<file path="config.mk">
export PLATFORM = sky130hd
export DESIGN_NAME = ifetch
export DESIGN_NICKNAME = d
export VERILOG_FILES = /design/src/rtl/ifetch.sv
export SDC_FILE = /design/constraint.sdc
export NUM_CORES = 1
export LEC_CHECK = 0
export CAP_MARGIN = 20
export CORE_ASPECT_RATIO = 0.6
export CORE_MARGIN = 5
export CORE_UTILIZATION = 39
export DETAILED_ROUTE_END_ITERATION = 10
export GPL_TIMING_DRIVEN = 0
export PLACE_DENSITY_LB_ADDON = 0.05
export SLEW_MARGIN = 20
export SYNTH_ARGS = -nofsm -noshare
export SYNTH_HDL_FRONTEND = slang
export SYNTH_SLANG_ARGS = --single-unit
export TNS_END_PERCENT = 50
</file>
<file path="constraint.sdc">
create_clock -name clk -period 3.97 [get_ports clk]
set_clock_uncertainty 0.15 [all_clocks]
set_input_delay 0.794 -clock clk [delete_from_list [all_inputs] [get_ports clk]]
set_output_delay 0.794 -clock clk [all_outputs]
set_load 0.02 [all_outputs]
</file>
<file path="src/rtl/ifetch.sv">
// Instruction fetch stage for the RV32I core.
// Holds the PC, issues word reads to instruction memory, buffers returned
// words in a small FIFO and presents them with their PC to decode through a
// valid/ready handshake. Redirects flush the buffer and mark every word still
// in flight as stale so it is dropped when it returns.
module ifetch #(
  parameter logic [31:0] RESET_PC = 32'h0000_0000,
  parameter int unsigned DEPTH    = 2
) (
  input  logic        clk,
  input  logic        rest,
  output logic        imem_req,
  output logic [31:0] imem_addr,
  input  logic        imem_gnt,
  input  logic        imem_rvalid,
  input  logic [31:0] imem_rdata,
  input  logic        redirect,
  input  logic [31:0] redirect_pc,
  output logic        inst_valid,
  output logic [31:0] inst,
  output logic [31:0] inst_pc,
  input  logic        inst_ready
);

  localparam int CW = $clog2(DEPTH + 1);
  localparam int PW = (DEPTH > 1) ? $clog2(DEPTH) : 1;
  localparam logic [CW-1:0] DEPTH_C  = CW'(DEPTH);
  localparam logic [PW-1:0] LAST_PTR = PW'(DEPTH - 1);
  localparam logic [31:0]   NOP      = 32'h0000_0013;

  logic [31:0]   pc;
  logic [31:0]   head_pc;
  logic [31:0]   mem [DEPTH];
  logic [PW-1:0] rd_ptr;
  logic [PW-1:0] wr_ptr;
  logic [CW-1:0] count;
  logic [CW-1:0] inflight;
  logic [CW-1:0] discard;

  logic          pop;
  logic          grant;
  logic          wr_en;
  logic [CW:0]   occ_after_pop;
  logic [31:0]   target_pc;

  // Circular pointer advance; DEPTH need not be a power of two.
  function automatic logic [PW-1:0] ptr_inc(input logic [PW-1:0] p);
    return (p == LAST_PTR) ? '0 : p + PW'(1);
  endfunction

  assign target_pc  = {redirect_pc[31:2], 2'b00};
  assign imem_addr  = pc;
  assign inst_valid = rest && (count != '0);
  assign inst       = inst_valid ? mem[rd_ptr] : NOP;
  assign inst_pc    = rest ? head_pc : RESET_PC;

  // Handshake decode: consume, issue limit, grant and FIFO write enable.
  always_comb begin
    // NOTE: every signal gets a default first so no path leaves it unassigned
    // and no latch is inferred.
    pop           = 1'b0;
    imem_req      = 1'b0;
    grant         = 1'b0;
    wr_en         = 1'b0;
    occ_after_pop = '0;

    pop           = inst_valid && inst_ready && !redirect;
    // Words owed to us plus words held, after this cycle's consume; a new
    // request is only issued when its response is sure to find a free slot.
    occ_after_pop = {1'b0, inflight} + {1'b0, count} - {{CW{1'b0}}, pop};
    imem_req      = rest && !redirect && (occ_after_pop < {1'b0, DEPTH_C});
    grant         = imem_req && imem_gnt;
    wr_en         = rest && imem_rvalid && !redirect && (discard == '0);
  end

  // Control state: reset first, then redirect, then normal fetch bookkeeping.
  always_ff @(posedge clk) begin
    // NOTE: sequential state uses non-blocking assignments so every register
    // samples the pre-edge values of the others, whatever the statement order.
    if (!rest) begin
      pc       <= RESET_PC;
      head_pc  <= RESET_PC;
      rd_ptr   <= '0;
      wr_ptr   <= '0;
      count    <= '0;
      inflight <= '0;
      discard  <= '0;
    end else if (redirect) begin
      pc       <= target_pc;
      head_pc  <= target_pc;
      rd_ptr   <= '0;
      wr_ptr   <= '0;
      count    <= '0;
      // Everything still outstanding after this cycle is stale.
      inflight <= inflight - CW'(imem_rvalid);
      discard  <= inflight - CW'(imem_rvalid);
    end else begin
      if (grant) pc <= pc + 32'd4;
      inflight <= inflight + CW'(grant) - CW'(imem_rvalid);
      if (imem_rvalid && (discard != '0)) discard <= discard - CW'(1);
      if (wr_en) wr_ptr <= ptr_inc(wr_ptr);
      if (pop) begin
        rd_ptr  <= ptr_inc(rd_ptr);
        head_pc <= head_pc + 32'd4;
      end
      count <= count + CW'(wr_en) - CW'(pop);
    end
  end

  // Instruction buffer storage.
  always_ff @(posedge clk) begin
    // NOTE: the storage array is not reset; count gates every read, so stale
    // contents are never observed and the array can map onto plain flops/RAM.
    if (wr_en) mem[wr_ptr] <= imem_rdata;
  end

endmodule

</file>
==> metrics.md, run 1 <==
| Metric | Value |
|---|---|
| P_leak | `3.11 nW` |
| TritonCTS Buffers | `17` |
| H-tree Lvls | `4` |
| VDD IR-drop max | `0.265 mV` |
| Req. time, crit path | `4.13 ns` |
| Final setup vio count | `0` |
| Avg Inst Size Synth | `9.89 um^2` |
| Hold Crit Depth | `2` |
| Multi-input logic area | `3010 um^2` |
| Die width | `176 um` |
| Crit path capture type | `flop` |
| Area share of the largest cell type after synthesis | `0.297` |
| Drt total wl | `22.2 mm` |
| TritonCTS clock tree | `done` |
| Drt first-iter violations | `559` |
| Gp weighted congestion | `0.904` |
| Sequential-to-total area share from yosys stat | `0.511` |
| Initial antenna violation count | `0` |
| ANT cells | `0` |
| Final ANT Viol Nets | `0` |
| WL/cell | `20.5 um` |
| Critical-path cell list | `dlymetal6s2s_1 -> buf_8 -> clkbuf_16 -> nor3_4 -> o21ai_1 -> fa_1 -> nand4b_1 -> nor2_1 -> inv_1 -> buf_4 -> clkbuf_8 -> ha_1 -> inv_1 -> ha_1 -> xnor2_1 -> o21ai_1 -> xnor2_1 -> nor2_1` |
| Slew margin rel. | `0.253` |
| I/O Buffers | `161` |
| Final nets | `923` |
| Overall Global Routing Usage | `0.227` |
| Yosys reg bits | `133` |
| Max-Cap Viols | `0` |
| Status | `finished, final reports clean` |
| Worst Hold Class | `flop to flop` |
| Root Buffer | `clkbuf_16` |
| Crit share post-route | `0.960` |
| Worst-path fanout max | `10` |
| F_max | `262 MHz` |
| Crit Path Class | `input port to flop` |
| # IOs | `168` |
| Worst r2r src | `count[1]` |
| Largest family of logic cells by synthesized area | `simple AND/OR/NAND/NOR gates` |
| Clock sinks | `133` |
| Adder-Cell Fraction of Synth Area | `0.0186` |
| Fin worst setup slack | `0.157 ns` |
| Post-synth top cells | `dfxtp_1 (69), nor2_1 (65), edfxtp_1 (64)` |
| Critical Path Source | `redirect` |
| First-pass GRT wire length | `33.0 mm` |
| Post-synth ARST share | `0` |
| Via count | `5875` |
| Drt first pass iters | `6` |
| Hpwl dp | `16.8 mm` |
| # hold bufs at CTS | `0` |
| Dpl ws | `-1.46 ns` |
| R2R Path End | `inflight[1]` |
| Reg2reg path depth | `17` |
| Vias per cell | `5.41` |
| Max Slew Vio Count | `0` |
| Reg-to-reg slack, setup | `0.39 ns` |
| Syn Inst Count | `653` |
| Largest net degree at the start of global routing | `25` |
| Synth cell types | `54` |
| Starting Density | `0.397` |
| RSZ-0062 raised after global routing | `false` |
| Pwr/cell area | `390 nW/um^2` |
| Slew @ Worst Pin | `1.11 ns` |
| Design area | `9140 um^2` |
| Vias in the first global route | `5772` |
| Fillers | `1447` |
| Dpl cell area | `8440 um^2` |
| Layout cells sized above 1 | `0.0887` |
| Drc violations | `0` |
| Compound-cell area share of the yosys netlist | `0.108` |
| Die ar. | `19300 um^2` |
| FF+latch area | `3300 um^2` |
| Clock Path Buffers | `2` |
| Main flop type after synthesis | `dfxtp_1` |
| Worst-skew pair later-pin latency | `0.42 ns` |
| Yosys top cell by area | `edfxtp_1` |
| Startpoint types | `input port` |
| Hold_sp | `rd_ptr` |
| XOR/XNOR share of the synthesized area | `0.0637` |
| Mux contribution to synthesized area | `0.0614` |
| Top-count cell post-synth | `dfxtp_1` |
| Simple-Gate Fraction of Synth Area | `0.203` |
| Min Tclk post-route | `3.81 ns` |
| Synth area leaders | `edfxtp_1 (30%), dfxtp_1 (21%), mux2i_1 (5.3%)` |
| Fin. Hold Viols | `0` |
| EDFF count, synth | `64` |
| Area grow syn2layout | `41.5%` |
| CP max stage delay | `0.58 ns` |
| Core Area | `16300 um^2` |
| Die Ht | `110 um` |
| Row count | `36` |
| Clk pin slew, worst setup/hold paths | `0.07 ns` |
| Synth warn | `0` |
| Synthesized area | `6460 um^2` |
| Data arrival, critical path | `3.97 ns` |
| Slowest CP cell | `fa_1` |
| Grt total ovfl | `0` |
==> layer usage <==
metal	vias up	routed length, um	track usage
li1	2752	-	-
met1	2823	10800	0.346
met2	282	9050	0.320
met3	18	2160	0.0601
met4	0	153	0.0501
met5	-	0	0
==> per-stage QoR <==
step                      std cells  setup TNS [ns]  total power (W)  hold slack (ns)  utilization
after floorplan                 656               0          0.00181            0.331            -
after global placement         1045          -90.86          0.00203            0.345        0.516
after detailed placement       1047          -25.79          0.00205            0.350        0.519
after CTS                      1080          -0.192          0.00359            0.366        0.558
after global routing           1085               0          0.00370            0.422        0.562
final                          1085               0          0.00357            0.364        0.562
==> how the worst max path moves through the flow <==
stage | end | depth (start not counted)
after detailed placement | inflight[1] | 18
after CTS | inflight[1] | 18
after global placement | inflight[1] | 18
final | inflight[1] | 18
after global routing | inflight[1] | 18
after floorplan | inflight[1] | 17
==> area by class of cell <==
type	instances	share of cell area
plain buffers	36	0.0226
clock inverters	15	0.0152
multi-input cells	470	0.329
repair buffers	170	0.187
clock buffers	17	0.0465
well taps	228	0.0312
flip-flops and latches	133	0.361
inverters	16	0.00657
==> flip-flops by register name, summed over array words and instances (netlist names), named ones only <==
register / cells
count: 2
discard: 2
head_pc: 30
imem_addr: 30
inflight: 2
mem: 64
rd_ptr: 1
wr_ptr: 1
==> worst max-delay path: cells and delay by family <==
| family | cells | cell delay, ns |
|---|---|---|
| simple gates | 4 | 0.59 |
| buf+inv | 7 | 1.01 |
| compound gates | 2 | 0.27 |
| fa+ha+maj | 3 | 1.04 |
| xor+xnor | 2 | 0.26 |
==> timing repair <==
action	CTS	global route
pin swaps	2	4
hold endpoints to repair	0	0
cloned	0	0
resized for setup	18	15
buffers inserted	2	5
endpoints found under the setup margin	52	48
==> where the power goes <==
group | internal (W) | leakage, nW | switching [W]
logic | 0.000230 | 1.68 | 0.000252
clock network | 0.000830 | 0.272 | 0.000688
registers | 0.00150 | 1.15 | 0.0000671
total | 0.00256 | 3.11 | 0.00101
==> kinds of logic after synthesis <==
group | count (synthesis)
other | 1
AOI/OAI and AO/OA | 116
DFF | 133
xor gates and xnor gates | 47
adders and majority gates | 9
buffers and inverters | 53
muxes | 39
and+or+nand+nor | 255
==> cell usage in the layout, fill, tap and decap left out, types with 4 or more instances in the layout <==
| cell | synthesis | final |
|---|---|---|
| clkdlybuf4s50_1 | 0 | 157 |
| dfxtp_1 | 69 | 69 |
| edfxtp_1 | 64 | 64 |
| nor2_1 | 65 | 61 |
| nand2_1 | 51 | 51 |
| a21oi_1 | 42 | 42 |
| and2_1 | 36 | 36 |
| mux2i_1 | 34 | 34 |
| o21ai_0 | 35 | 33 |
| nand3_1 | 32 | 32 |
| xnor2_1 | 30 | 29 |
| nand4_1 | 20 | 20 |
| clkbuf_16 | 0 | 18 |
| clkbuf_1 | 27 | 17 |
| xor2_1 | 17 | 17 |
| inv_1 | 15 | 15 |
| buf_4 | 4 | 12 |
| nor4_1 | 11 | 11 |
| and3_1 | 9 | 9 |
| and4_1 | 9 | 9 |
| a31oi_1 | 9 | 9 |
| ha_1 | 8 | 8 |
| inv_8 | 0 | 6 |
| clkbuf_2 | 0 | 5 |
| nor3_1 | 6 | 5 |
| a211oi_1 | 5 | 5 |
| mux2_2 | 5 | 5 |
| conb_1 | 1 | 4 |
Power figures use the tool's default switching activity.
==> run 2: changes to the inputs <==
--- a/config.mk
+++ b/config.mk
@@ -5,6 +5,7 @@
 export SDC_FILE = /design/constraint.sdc
 export NUM_CORES = 1
 export LEC_CHECK = 0
+export ABC_AREA = 0
 export CAP_MARGIN = 20
 export CORE_ASPECT_RATIO = 0.6
 export CORE_MARGIN = 5
@@ -12,6 +13,7 @@
 export DETAILED_ROUTE_END_ITERATION = 10
 export GPL_TIMING_DRIVEN = 0
 export PLACE_DENSITY_LB_ADDON = 0.05
+export SETUP_SLACK_MARGIN = 0.2
 export SLEW_MARGIN = 20
 export SYNTH_ARGS = -nofsm -noshare
 export SYNTH_HDL_FRONTEND = slang
==> constraint.sdc (replaced) <==
create_clock -name clk -period 4.65 [get_ports clk]
set_clock_uncertainty 0.15 [all_clocks]
set_input_delay 0.93 -clock clk [delete_from_list [all_inputs] [get_ports clk]]
set_output_delay 0.93 -clock clk [all_outputs]
set_load 0.02 [all_outputs]
==> metrics.md, run 2 (synthesis results as in run 1) <==
| Metric | Value |
|---|---|
| Status | `finished, final reports clean` |
| Drt first-iter violations | `652` |
| Critical-path cell list | `clkdlybuf4s50_1 -> buf_2 -> inv_2 -> buf_1 -> nor2_1 -> clkdlybuf4s50_1` |
| Area grow syn2layout | `40.7%` |
| I/O Buffers | `161` |
| Dpl cell area | `8440 um^2` |
| Most common cell on crit path | `clkdlybuf4s50_1` |
| Initial antenna violation count | `0` |
| TritonCTS clock tree | `done` |
| Cell Count, Final, Fillers Out | `1081` |
| CP max stage delay | `0.65 ns` |
| # IOs | `168` |
| Commonest non-fill, non-tap cell in the layout | `clkdlybuf4s50_1` |
| Final ANT Viol Nets | `0` |
| Pwr/cell area | `343 nW/um^2` |
| F_max | `231 MHz` |
| Layout cells sized above 1 | `0.0774` |
| Max Slew Vio Count | `0` |
| Slew margin rel. | `0.334` |
| Crit path capture type | `output port` |
| R2R Path End | `inflight[1]` |
| Crit Path Class | `input port to output port` |
| WP depth | `6` |
| Hpwl dp | `16.8 mm` |
| Gp weighted congestion | `0.920` |
| Vias per cell | `5.37` |
| Reg-to-reg slack, setup | `0.88 ns` |
| Worst Hold Class | `flop to flop` |
| Die Ht | `110 um` |
| H-tree Lvls | `4` |
| Hold_sp | `rd_ptr` |
| VDD IR-drop max | `0.220 mV` |
| RSZ-0062 raised after global routing | `true` |
| Placed cell count | `1047` |
| Drt total wl | `21.9 mm` |
| Vias in the first global route | `5596` |
| Via count | `5800` |
| Critical Path Source | `rest` |
| Design area | `9090 um^2` |
| Reg2reg path depth | `17` |
| Drt first pass iters | `5` |
| Req. time, crit path | `3.57 ns` |
| Commonest non-fill, non-tap cells in the layout | `clkdlybuf4s50_1 (160), dfxtp_1 (69), edfxtp_1 (64)` |
| Die ar. | `19300 um^2` |
| CP delay by family, top | `buffers and inverters` |
| Worst path bufs/invs | `5` |
| Row count | `36` |
| Starting Density | `0.397` |
| Data arrival, critical path | `3.25 ns` |
| Most flops, register | `mem` |
| Worst-skew pair later-pin latency | `0.42 ns` |
| Overall Global Routing Usage | `0.226` |
| Root Buffer | `clkbuf_16` |
| P_leak | `3.04 nW` |
| Fin. Hold Viols | `0` |
| Die width | `176 um` |
| Core Area | `16300 um^2` |
| Max-Cap Viols | `0` |
| Worst-path fanout max | `10` |
| Clock Path Buffers | `2` |
| Slew @ Worst Pin | `0.991 ns` |
| ANT cells | `0` |
| Final nets | `919` |
| Worst r2r src | `count[1]` |
| Clk pin slew, worst setup/hold paths | `0.06 ns` |
| # hold bufs at CTS | `0` |
| Min Tclk post-route | `4.33 ns` |
| Worst hold margin | `0.380 ns` |
| Largest net degree at the start of global routing | `24` |
| Drc violations | `0` |
| WL/cell | `20.2 um` |
| Slowest CP cell | `clkdlybuf4s50_1` |
| Crit share post-route | `0.932` |
| Clock sinks | `133` |
| Grt total ovfl | `0` |
| Max reg flops | `64` |
| TritonCTS Buffers | `17` |
| Startpoint types | `input port` |
| Hold Crit Depth | `2` |
| First-pass GRT wire length | `32.6 mm` |
| Final setup vio count | `0` |
==> run 2: cell types whose count changed in the layout (fill, tap and decap cells not counted), moves of 3 or more <==
cell and change:
buf_4 -5, clkbuf_1 +5, clkbuf_2 -3, clkdlybuf4s50_1 +3, dlymetal6s2s_1 -3, inv_8 -3
==> run 2: layout make-up <==
cell class / instances / area (um^2)
multi-input combinational: 470 / 2990
fill: 1424 / 7170
inverter: 16 / 60.1
tap: 228 / 285
buffer: 37 / 175
timing repair buffer: 165 / 1680
clock buffer: 18 / 429
sequential: 133 / 3300
clock inverter: 14 / 165
==> run 2: metrics by stage <==
stage          power (W)  setup WS [ns]  utilization  setup TNS (ns)
2_1_floorplan    0.00154          0.292            -               0
3_3_place_gp     0.00173          -1.29        0.515          -42.33
3_5_place_dp     0.00175          -1.32        0.519          -15.48
4_1_cts          0.00313         0.0799        0.557               0
5_1_grt          0.00323          0.123        0.559               0
6_report         0.00311          0.317        0.559               0
==> run 2: per-layer routing <==
layer / track usage / part of all wire
met1: 0.349 / 0.50
met4: 0.0545 / 0.0090
met2: 0.315 / 0.41
met3: 0.0536 / 0.084
met5: 0 / 0
==> run 2: repair_timing <==
action / CTS / global route
setup buffers: 0 / 2
pin swaps: 1 / 1
gates resized for setup: 11 / 10
setup endpoints to repair: 38 / 22
cloned: 0 / 0
==> run 2: power by group <==
| part | internal (W) | switching [W] | leakage, nW |
|---|---|---|---|
| clock network | 0.000808 | 0.000571 | 0.280 |
| registers | 0.00128 | 0.0000564 | 1.15 |
| logic | 0.000190 | 0.000211 | 1.61 |
| total | 0.00228 | 0.000838 | 3.04 |
==> run 2: how the worst max path moves through the flow <==
stage	end	slack [ns]
2_1_floorplan	inflight[1]	0.29
3_3_place_gp	inflight[1]	-1.29
3_5_place_dp	inflight[1]	-1.32
4_1_cts	inflight[1]	0.08
5_1_grt	inflight[1]	0.12
6_report	inst_pc[10]	0.32
==> run 2: worst reg2reg max path, delay by kind of cell (launching register included) <==
family                     cells  cell delay [ns]
adders and majority gates      3             1.03
AOI/OAI and AO/OA              3             0.71
and+or+nand+nor                5             0.58
buffers and inverters          4             0.50
DFF                            1             0.41
xor gates and xnor gates       2             0.27
==> run 3: changes to the inputs <==
--- a/config.mk
+++ b/config.mk
@@ -12,7 +12,7 @@
 export CORE_UTILIZATION = 39
 export DETAILED_ROUTE_END_ITERATION = 10
 export GPL_TIMING_DRIVEN = 0
-export PLACE_DENSITY_LB_ADDON = 0.05
+export PLACE_DENSITY = 0.66
 export SETUP_SLACK_MARGIN = 0.2
 export SLEW_MARGIN = 20
 export SYNTH_ARGS = -nofsm -noshare
==> constraint.sdc (replaced) <==
create_clock -name clk -period 4.6 [get_ports clk]
set_clock_uncertainty 0.15 [all_clocks]
set_input_delay 0.92 -clock clk [delete_from_list [all_inputs] [get_ports clk]]
set_output_delay 0.92 -clock clk [all_outputs]
set_load 0.02 [all_outputs]
==> metrics.md, run 3 (synthesis results as in run 1) <==
| Metric | Value |
|---|---|
| Status | `finished, final reports clean` |
| P_leak | `3.02 nW` |
| Drt first pass iters | `7` |
| Most flops, register | `mem` |
| Area grow syn2layout | `40.0%` |
| Max Slew Vio Count | `0` |
| Row count | `36` |
| ANT cells | `0` |
| Final ANT Viol Nets | `0` |
| Min Tclk post-route | `4.29 ns` |
| Die width | `176 um` |
| Hold Crit Depth | `2` |
| Initial antenna violation count | `0` |
| Overall Global Routing Usage | `0.218` |
| FF+latch area | `3300 um^2` |
| Tot Pwr | `0.00306 W` |
| Clk pin slew, worst setup/hold paths | `0.06 ns` |
| Worst r2r src | `count[1]` |
| CP max stage delay | `0.57 ns` |
| Worst-skew pair later-pin latency | `0.41 ns` |
| Gp weighted congestion | `0.903` |
| Clock Path Buffers | `2` |
| Worst Hold Class | `flop to flop` |
| TritonCTS clock tree | `done` |
| VDD IR-drop max | `0.189 mV` |
| Data arrival, critical path | `4.43 ns` |
| Drt total wl | `21.2 mm` |
| Grt total ovfl | `0` |
| Die Ht | `110 um` |
| Hold Path Sink | `head_pc[3]` |
| Worst-path fanout max | `10` |
| Hold_sp | `head_pc[3]` |
| Commonest non-fill, non-tap cell in the layout | `clkdlybuf4s50_1` |
| Worst path bufs/invs | `7` |
| TritonCTS Buffers | `17` |
| RSZ-0062 raised after global routing | `true` |
| Commonest non-fill, non-tap cells in the layout | `clkdlybuf4s50_1 (160), dfxtp_1 (69), edfxtp_1 (64)` |
| Crit share post-route | `0.933` |
| Drt first-iter violations | `585` |
| Final Util | `0.556` |
| Vias in the first global route | `5726` |
| Reg-to-reg slack, setup | `0.82 ns` |
| Die ar. | `19300 um^2` |
| Drc violations | `0` |
| Slowest CP cell | `fa_2` |
| Slew margin rel. | `0.360` |
| Multi-input logic area | `3000 um^2` |
| First-pass GRT wire length | `32.3 mm` |
| Root Buffer | `clkbuf_16` |
| WL/cell | `19.6 um` |
| Vias per cell | `5.47` |
| Max reg flops | `64` |
| Largest net degree at the start of global routing | `25` |
| # hold bufs at CTS | `0` |
| Starting Density | `0.397` |
| Fin. Hold Viols | `0` |
| Fillers | `1441` |
| Max-Cap Viols | `0` |
| Hpwl dp | `16.4 mm` |
| Pwr/cell area | `338 nW/um^2` |
| Final nets | `918` |
| Req. time, crit path | `4.73 ns` |
| Layout cells sized above 1 | `0.0786` |
| Reg2reg path depth | `17` |
| Clock sinks | `133` |
| Crit path capture type | `flop` |
| H-tree Lvls | `4` |
| Critical-path cell list | `clkdlybuf4s50_1 -> buf_2 -> clkbuf_8 -> nor3_4 -> o21ai_1 -> fa_2 -> nand4b_1 -> nor2_1 -> inv_1 -> buf_2 -> buf_4 -> ha_1 -> inv_1 -> ha_1 -> xnor2_1 -> o21ai_0 -> xnor2_1 -> nor2_1` |
| Crit Path Class | `input port to flop` |
| Core Area | `16300 um^2` |
| Via count | `5904` |
| F_max | `233 MHz` |
| Slew @ Worst Pin | `0.951 ns` |
| CP delay by family, top | `buffers and inverters` |
| Startpoint types | `input port` |
| I/O Buffers | `161` |
| Final setup vio count | `0` |
| R2R Path End | `inflight[1]` |
| # IOs | `168` |
run 3: final cells by class:
class                   count  share of cell area
flip-flops and latches    133               0.365
inverters                  16             0.00664
well taps                 228              0.0315
multi-input cells         470               0.332
clock inverters            15              0.0147
plain buffers              37              0.0198
repair buffers            164               0.183
clock buffers              17              0.0470
run 3: worst max path at each step:
stage	depth (start not counted)	slack (ns)	start	end
after global routing	18	0.09	redirect	inflight[1]
after CTS	18	0.04	redirect	inflight[1]
final	18	0.31	redirect	inflight[1]
after floorplan	17	0.25	redirect	inflight[1]
after global placement	18	-1.37	redirect	inflight[1]
after detailed placement	18	-1.51	redirect	inflight[1]
run 3: tightest hold or removal path: stages (launching register included):
cell and delay (ns):
dfxtp_1 0.34, nand2_1 0.07, a31oi_1 0.07
run 3: per-layer routing:
layer  wire length, um  part of all wire  track usage
met3              2130              0.10       0.0680
met1              9890              0.47        0.319
met4               215             0.010       0.0506
met2              8950              0.42        0.314
met5                 0                 0            0
run 3: what timing repair did:
action                                  4_1_cts  5_1_grt
endpoints found under the setup margin       41       40
buffers inserted                              1        0
pin swaps                                     1        0
resized for setup                            11       15
run 3: report_power, final:
| group | total (W) | internal, W | switching [W] |
|---|---|---|---|
| clock network | 0.00130 | 0.000711 | 0.000593 |
| logic | 0.000406 | 0.000192 | 0.000214 |
| registers | 0.00135 | 0.00129 | 0.0000546 |
run 3: per-stage QoR:
step	instances	cell area (um^2)	worst slack [ns]	hold WS, ns	setup TNS (ns)
after floorplan	656	6470	0.252	0.331	0
after global placement	1045	8370	-1.37	0.352	-47.48
after detailed placement	1047	8420	-1.51	0.362	-19.01
after CTS	1080	9030	0.0412	0.377	0
after global routing	1080	9050	0.0935	0.389	0
final	1080	9050	0.306	0.377	0
